$ cat src/rtl/lsu_pkg.sv
// Shared types and helpers for the load/store unit: FSM states, access sizes,
// write payload and alignment/strobe functions.
package lsu_pkg;

   localparam int unsigned DATA_W = 64;
   localparam int unsigned STRB_W = DATA_W / 8;
   localparam int unsigned OFF_W  = 3;

   typedef enum logic [1:0] {
      ST_IDLE = 2'd0,
      ST_REQ  = 2'd1,
      ST_WAIT = 2'd2,
      ST_RESP = 2'd3
   } lsu_state_e;

   typedef enum logic [1:0] {
      SZ_BYTE   = 2'd0,
      SZ_HALF   = 2'd1,
      SZ_WORD   = 2'd2,
      SZ_DOUBLE = 2'd3
   } lsu_size_e;

   typedef struct packed {
      logic              we;
      logic [STRB_W-1:0] wmask;
      logic [DATA_W-1:0] wdata;
   } lsu_wr_t;

   // Natural alignment: the offset bits covered by the access size must be zero
   function automatic logic is_misaligned(lsu_size_e sz, logic [OFF_W-1:0] off);
      logic mis;
      case (sz)
         SZ_BYTE:   mis = 1'b0;
         SZ_HALF:   mis = off[0];
         SZ_WORD:   mis = |off[1:0];
         default:   mis = |off;
      endcase
      return mis;
   endfunction

   function automatic logic [STRB_W-1:0] size_mask(lsu_size_e sz);
      logic [STRB_W-1:0] m;
      case (sz)
         SZ_BYTE:   m = 8'h01;
         SZ_HALF:   m = 8'h03;
         SZ_WORD:   m = 8'h0F;
         default:   m = 8'hFF;
      endcase
      return m;
   endfunction

endpackage

$ cat src/rtl/lsu_ext.sv
// Load lane selection and sign/zero extension of an aligned 8-byte beat.
module lsu_ext
   import lsu_pkg::*;
(
   input  logic [DATA_W-1:0] rdata_i,
   input  logic [OFF_W-1:0]  off_i,
   input  lsu_size_e         size_i,
   input  logic              unsigned_i,
   output logic [DATA_W-1:0] data_o
);

   logic [DATA_W-1:0] lane;

   always_comb begin
      lane   = rdata_i >> {off_i, 3'b000};
      data_o = lane;
      case (size_i)
         SZ_BYTE: data_o = unsigned_i ? {{(DATA_W-8){1'b0}}, lane[7:0]}
                                      : {{(DATA_W-8){lane[7]}}, lane[7:0]};
         SZ_HALF: data_o = unsigned_i ? {{(DATA_W-16){1'b0}}, lane[15:0]}
                                      : {{(DATA_W-16){lane[15]}}, lane[15:0]};
         SZ_WORD: data_o = unsigned_i ? {{(DATA_W-32){1'b0}}, lane[31:0]}
                                      : {{(DATA_W-32){lane[31]}}, lane[31:0]};
         default: data_o = lane;
      endcase
   end

endmodule

$ cat src/rtl/lsu.sv
// Load/store unit: accepts one memory operation at a time from execute, drives an
// aligned 8-byte memory port and returns a one-cycle completion to writeback.
module lsu
   import lsu_pkg::*;
#(
   parameter int unsigned ADDR_W = 64
) (
   input  logic              clk,
   input  logic              rst,
   input  logic              req_valid_i,
   output logic              req_ready_o,
   input  logic              req_we_i,
   input  logic [1:0]        req_size_i,
   input  logic              req_unsigned_i,
   input  logic [ADDR_W-1:0] req_addr_i,
   input  logic [DATA_W-1:0] req_wdata_i,
   output logic              mem_req_o,
   output logic              mem_we_o,
   output logic [ADDR_W-1:0] mem_addr_o,
   output logic [DATA_W-1:0] mem_wdata_o,
   output logic [STRB_W-1:0] mem_wmask_o,
   input  logic              mem_gnt_i,
   input  logic              mem_rvalid_i,
   input  logic [DATA_W-1:0] mem_rdata_i,
   output logic              resp_valid_o,
   output logic [DATA_W-1:0] resp_rdata_o,
   output logic              resp_misalign_o,
   output logic              busy_o
);

   lsu_state_e        state_q, state_d;
   logic [ADDR_W-1:0] addr_q, addr_d;
   logic [OFF_W-1:0]  off_q, off_d;
   lsu_size_e         size_q, size_d;
   logic              uns_q, uns_d;
   lsu_wr_t           wr_q, wr_d;
   logic [DATA_W-1:0] rdata_q, rdata_d;
   logic              mis_q, mis_d;
   logic              ready_q, ready_d;
   logic              mem_req_q, mem_req_d;
   logic              resp_valid_q, resp_valid_d;
   logic              busy_q, busy_d;

   lsu_size_e         req_size;
   logic [OFF_W-1:0]  req_off;
   logic              req_mis;
   logic              req_st;
   logic [DATA_W-1:0] ext_data;

   lsu_ext u_ext (
      .rdata_i    (mem_rdata_i),
      .off_i      (off_q),
      .size_i     (size_q),
      .unsigned_i (uns_q),
      .data_o     (ext_data)
   );

   // Next state, latched request fields and registered output flags
   always_comb begin
      state_d  = state_q;
      addr_d   = addr_q;
      off_d    = off_q;
      size_d   = size_q;
      uns_d    = uns_q;
      wr_d     = wr_q;
      rdata_d  = rdata_q;
      mis_d    = mis_q;
      req_size = lsu_size_e'(req_size_i);
      req_off  = req_addr_i[OFF_W-1:0];
      req_mis  = is_misaligned(req_size, req_off);
      req_st   = req_we_i && !req_mis;

      case (state_q)
         ST_IDLE: begin
            if (req_valid_i && ready_q) begin
               addr_d   = {req_addr_i[ADDR_W-1:OFF_W], OFF_W'(0)};
               off_d    = req_off;
               size_d   = req_size;
               uns_d    = req_unsigned_i;
               rdata_d  = '0;
               mis_d    = req_mis;
               wr_d.we  = req_st;
               wr_d.wmask = req_st ? STRB_W'(size_mask(req_size) << req_off) : '0;
               wr_d.wdata = req_st ? (req_wdata_i << {req_off, 3'b000}) : '0;
               state_d  = req_mis ? ST_RESP : ST_REQ;
            end
         end
         ST_REQ: begin
            if (mem_gnt_i) begin
               state_d = wr_q.we ? ST_RESP : ST_WAIT;
            end
         end
         ST_WAIT: begin
            if (mem_rvalid_i) begin
               rdata_d = ext_data;
               state_d = ST_RESP;
            end
         end
         ST_RESP: begin
            mis_d   = 1'b0;
            wr_d    = '0;
            state_d = ST_IDLE;
         end
         default: state_d = ST_IDLE;
      endcase

      ready_d      = (state_d == ST_IDLE);
      mem_req_d    = (state_d == ST_REQ);
      resp_valid_d = (state_d == ST_RESP);
      busy_d       = (state_d != ST_IDLE);
   end

   always_ff @(posedge clk or negedge rst) begin
      if (!rst) begin
         state_q      <= ST_IDLE;
         addr_q       <= '0;
         off_q        <= '0;
         size_q       <= SZ_BYTE;
         uns_q        <= 1'b0;
         wr_q         <= '0;
         rdata_q      <= '0;
         mis_q        <= 1'b0;
         ready_q      <= 1'b1;
         mem_req_q    <= 1'b0;
         resp_valid_q <= 1'b0;
         busy_q       <= 1'b0;
      end else begin
         state_q      <= state_d;
         addr_q       <= addr_d;
         off_q        <= off_d;
         size_q       <= size_d;
         uns_q        <= uns_d;
         wr_q         <= wr_d;
         rdata_q      <= rdata_d;
         mis_q        <= mis_d;
         ready_q      <= ready_d;
         mem_req_q    <= mem_req_d;
         resp_valid_q <= resp_valid_d;
         busy_q       <= busy_d;
      end
   end

   assign req_ready_o     = ready_q;
   assign mem_req_o       = mem_req_q;
   assign mem_we_o        = wr_q.we;
   assign mem_addr_o      = addr_q;
   assign mem_wdata_o     = wr_q.wdata;
   assign mem_wmask_o     = wr_q.wmask;
   assign resp_valid_o    = resp_valid_q;
   assign resp_rdata_o    = rdata_q;
   assign resp_misalign_o = mis_q;
   assign busy_o          = busy_q;

endmodule

$ cat config.mk
export PLATFORM = sky130hd
export DESIGN_NAME = lsu
export DESIGN_NICKNAME = d
export VERILOG_FILES = /design/src/rtl/lsu_pkg.sv /design/src/rtl/lsu_ext.sv /design/src/rtl/lsu.sv
export SDC_FILE = /design/constraint.sdc
export NUM_CORES = 1
export LEC_CHECK = 0
export CAP_MARGIN = 15
export CORE_MARGIN = 3
export CORE_UTILIZATION = 42
export CTS_CLUSTER_DIAMETER = 30
export DETAILED_ROUTE_END_ITERATION = 8
export HOLD_SLACK_MARGIN = 0.1
export PLACE_DENSITY = 0.78
export REMOVE_ABC_BUFFERS = 1
export SLEW_MARGIN = 20
export SYNTH_ARGS = -nofsm -noshare
export SYNTH_HDL_FRONTEND = slang
export SYNTH_HIERARCHICAL = 1
export SYNTH_SLANG_ARGS = --single-unit
export TNS_END_PERCENT = 1
$ cat constraint.sdc
create_clock -name clk -period 2 [get_ports clk]
set_clock_uncertainty 0.15 [all_clocks]
set_input_delay 0.4 -clock clk [delete_from_list [all_inputs] [get_ports clk]]
set_output_delay 0.4 -clock clk [all_outputs]
set_load 0.02 [all_outputs]
==> impl_metrics.env <==
export IMPL_yosys_top_cells_area="dfrtp_1 (44%), nand2_1 (13%), mux2i_1 (7.5%), mux4_2 (6.2%), o21ai_0 (5.3%)"
export IMPL_area_growth_pct=58.69
export IMPL_internal_power_mw=16.93
export IMPL_post_route_min_period_ns=2.087
export IMPL_start_kind="register"
export IMPL_synth_edf_count=0
export IMPL_crit_arrival_ns=2.36
export IMPL_worstPathMaxFanout=13
export IMPL_end_kind="register"
export IMPL_cap_violations=0
export IMPL_dr_total_vias=12620
export IMPL_holdPathEnd="mem_wmask_o[3]$_DFFE_PN0P_"
export IMPL_synthFlopType="dfrtp_1"
export IMPL_synthArstFlopShare_pct=100.0
export IMPL_yosysWarnings=6
export IMPL_grt_pass1_wl_um=72580
export IMPL_ir_worst_vdd_mv=0.9891
export IMPL_outcome="finished, violations left"
export IMPL_grt_pass1_vias=12910
export IMPL_final_cell_mix="nand2_1 (428), dfrtp_1 (207), dlygate4sd2_1 (202), clkdlybuf4s50_1 (196), buf_4 (130)"
export IMPL_p_per_area_nw_per_um2=1484
export IMPL_numCtsBuffers=51
export IMPL_final_nets=2003
export IMPL_path_clk_slew_ns=0.05
export IMPL_die_y_um=174.8
export IMPL_via_per_inst=5.678
export IMPL_layout_drive_gt1_share_pct=19.14
export IMPL_die_w_um=174.8
export IMPL_criticalPathCategory="register to register"
export IMPL_r2r_cells=9
export IMPL_antenna_found_initial=2
export IMPL_multiInputGateArea_um2=6055
export IMPL_p_comb_share_pct=45.9
export IMPL_regArea_um2=5288
export IMPL_wl_um=47710
export IMPL_reg2reg_slack_ns=-0.09
export IMPL_clock_latency_ns=0.55
export IMPL_slew_viol_final=0
export IMPL_drc_errors=0
export IMPL_start_util_pct=42.82
export IMPL_power_switching_mw=11.25
export IMPL_final_antenna_net_count=0
export IMPL_dp_hpwl_um=33110
export IMPL_slew_headroom_pct=35.55
export IMPL_core_rowCount=61
export IMPL_numPortBuffers=403
export IMPL_synth_top_cell_by_area="dfrtp_1"
export IMPL_yosys_register_bits=211
export IMPL_synth_area_um2=11960
export IMPL_synth_cell_types=53
export IMPL_htree_levels=2
export IMPL_pin_count=407
export IMPL_worstReg2RegStart="off_q[1]$_DFFE_PN0P_"
export IMPL_die_area_um2=30540
export IMPL_setup_viol=22
export IMPL_sw_frac_of_total_pct=39.92
export IMPL_whs_path_depth=3
export IMPL_violations="negative setup slack"
export IMPL_place_gp_congestion=0.9340
export IMPL_seq_power_share_pct=24.0
export IMPL_synth_cells=1296
export IMPL_cts_root_buf="clkbuf_16"
export IMPL_hold_path_startpoint="req_addr_i[2]"
export IMPL_tightest_slew_ns=0.9632
export IMPL_timing_fmax_mhz=479.2
export IMPL_grt_usage_pct=29.65
export IMPL_grt_max_degree=65
export IMPL_ys_seq_area_share_pct=44.15
export IMPL_finish_utilization_pct=67.96
export IMPL_wl_per_cell_um=21.47
export IMPL_syn_mean_instance_area_um2=9.230
export IMPL_hold_class="input port to register"
export IMPL_r2r_end="resp_rdata_o[21]$_DFFE_PN0P_"
export IMPL_cts_num_sinks=211
export IMPL_setup_slack_ns=-0.08690
export IMPL_synth_top_cell_area_share_pct=43.93
export IMPL_cts_tree="done"
export IMPL_num_fill_cells=2143
export IMPL_power_share_clock_pct=30.1
export IMPL_drt_iter0_drc=1494
export IMPL_finalHoldViolations=0
export IMPL_gr_total_overflow=0
export IMPL_p_leak_nw=9.332
export IMPL_power_mw=28.18
export IMPL_core_area_um2=27930
export IMPL_diodes=0
export IMPL_first_pass_iters=6
export IMPL_worst_endpoint_required_ns=2.27
export IMPL_period_share_pct=104.3
export IMPL_rsz0062_at_grt="yes"
export IMPL_clockBufferDepth=3
export IMPL_final_common_cell="nand2_1"
==> through the flow <==
stage	setup WS [ns]	hold slack, ns	TNS, ns	std cells	instance area [um2]
after floorplan	-2.585	-0.04559	-346.90	1183	11270
after global placement	-0.3645	0.2060	-38.15	2119	17250
after detailed placement	-0.4241	0.2108	-43.02	2119	17250
after CTS	-0.06136	0.1812	-0.9374	2215	18800
after global routing	-0.1489	0.1988	-4.020	2222	18980
final	-0.08690	0.2011	-0.4483	2222	18980
==> cells by family (layout without fill, tap and decap cells) <==
logic type,after synthesis,in the layout,synth area share (%)
AND/OR/NAND/NOR,543,543,18.83
AO/OA/AOI/OAI,273,273,14.89
flip-flops,211,211,44.15
multiplexers,148,148,16.10
buffers and inverters,120,666,6.003
other,1,3,0.03135
==> flip-flops by register name, indices dropped and copies added, names as in the netlist <==
signal	cells
size_q	2
uns_q	1
resp_misalign_o	1
mem_addr_o	61
busy_o	1
mem_req_o	1
resp_valid_o	1
req_ready_o	1
mem_wdata_o	64
off_q	3
resp_rdata_o	64
mem_we_o	1
mem_wmask_o	8
state_q	2
==> worst max-delay path: stages, from the launching register on <==
cell	delay (ns)
dfrtp_2	0.52
buf_4	0.19
mux2i_1	0.24
a22oi_2	0.09
nand4_1	0.10
buf_4	0.17
clkbuf_16	0.18
o2111ai_1	0.16
nand2_1	0.11
o21ai_0	0.07
==> routing by layer <==
layer  vias to the layer above  GRT usage (%)  part of all wire, %
met5                         -              0                0.046
met4                         4          11.87                  4.6
met3                       182          8.757                   11
met2                       838          50.16                   48
met1                      6035          35.58                   36
li1                       5558              -                    -
==> cell type report <==
class / instances / share of cell area, %
multi-input combinational: 967 / 31.89
clock buffer: 60 / 7.112
sequential: 211 / 27.85
inverter: 5 / 0.1120
tap: 378 / 2.491
timing repair buffer: 566 / 28.28
clock inverter: 35 / 2.254
==> how the worst max path moves through the flow <==
| stage | startpoint | slack (ns) | end | cells after the start |
|---|---|---|---|---|
| after global placement | mem_rdata_i[55] | -0.36 | resp_rdata_o[17]$_DFFE_PN0P_ | 8 |
| after floorplan | off_q[0]$_DFFE_PN0P_ | -2.58 | resp_rdata_o[48]$_DFFE_PN0P_ | 6 |
| after global routing | off_q[1]$_DFFE_PN0P_ | -0.15 | resp_rdata_o[53]$_DFFE_PN0P_ | 8 |
| after CTS | off_q[1]$_DFFE_PN0P_ | -0.06 | resp_rdata_o[15]$_DFFE_PN0P_ | 7 |
| final | off_q[1]$_DFFE_PN0P_ | -0.09 | resp_rdata_o[21]$_DFFE_PN0P_ | 9 |
| after detailed placement | mem_rdata_i[55] | -0.42 | resp_rdata_o[19]$_DFFE_PN0P_ | 8 |
==> power groups by stage <==
stage               registers (mW)  logic (mW)  clock network [mW]
global placement              6.75        13.0                   0
floorplan                     8.72        4.76                   0
detailed placement            6.80        13.2                   0
finish                        6.76        12.9                8.48
CTS                           6.73        12.4                8.57
global route                  6.92        13.8                8.82
==> cells in the mapped netlist (7+ instances only) <==
| library cell | number |
|---|---|
| o21ai_0 | 127 |
| nand2_1 | 428 |
| a31oi_1 | 9 |
| mux4_2 | 33 |
| buf_4 | 24 |
| nand3_1 | 12 |
| dfrtp_1 | 210 |
| nor2_1 | 32 |
| clkbuf_1 | 28 |
| o2111ai_1 | 14 |
| o2bb2ai_1 | 9 |
| a21oi_1 | 26 |
| a22o_1 | 24 |
| buf_6 | 15 |
| buf_2 | 40 |
| a22oi_1 | 18 |
| nand4_1 | 26 |
| mux2_2 | 25 |
| nor2b_1 | 14 |
| mux2i_1 | 90 |
| o31a_1 | 7 |
| nand2b_1 | 15 |
| a211oi_1 | 8 |
==> repair_timing <==
item | in CTS | in global routing
hold buffers | 1 | 0
gates resized for setup | 214 | 27
pin swaps | 1 | 3
buffers inserted | 0 | 3
setup endpoints to repair | 260 | 73
hold endpoints to repair | 197 | 0
gates cloned | 0 | 4
Note: power is estimated with default switching activity, not from simulation.
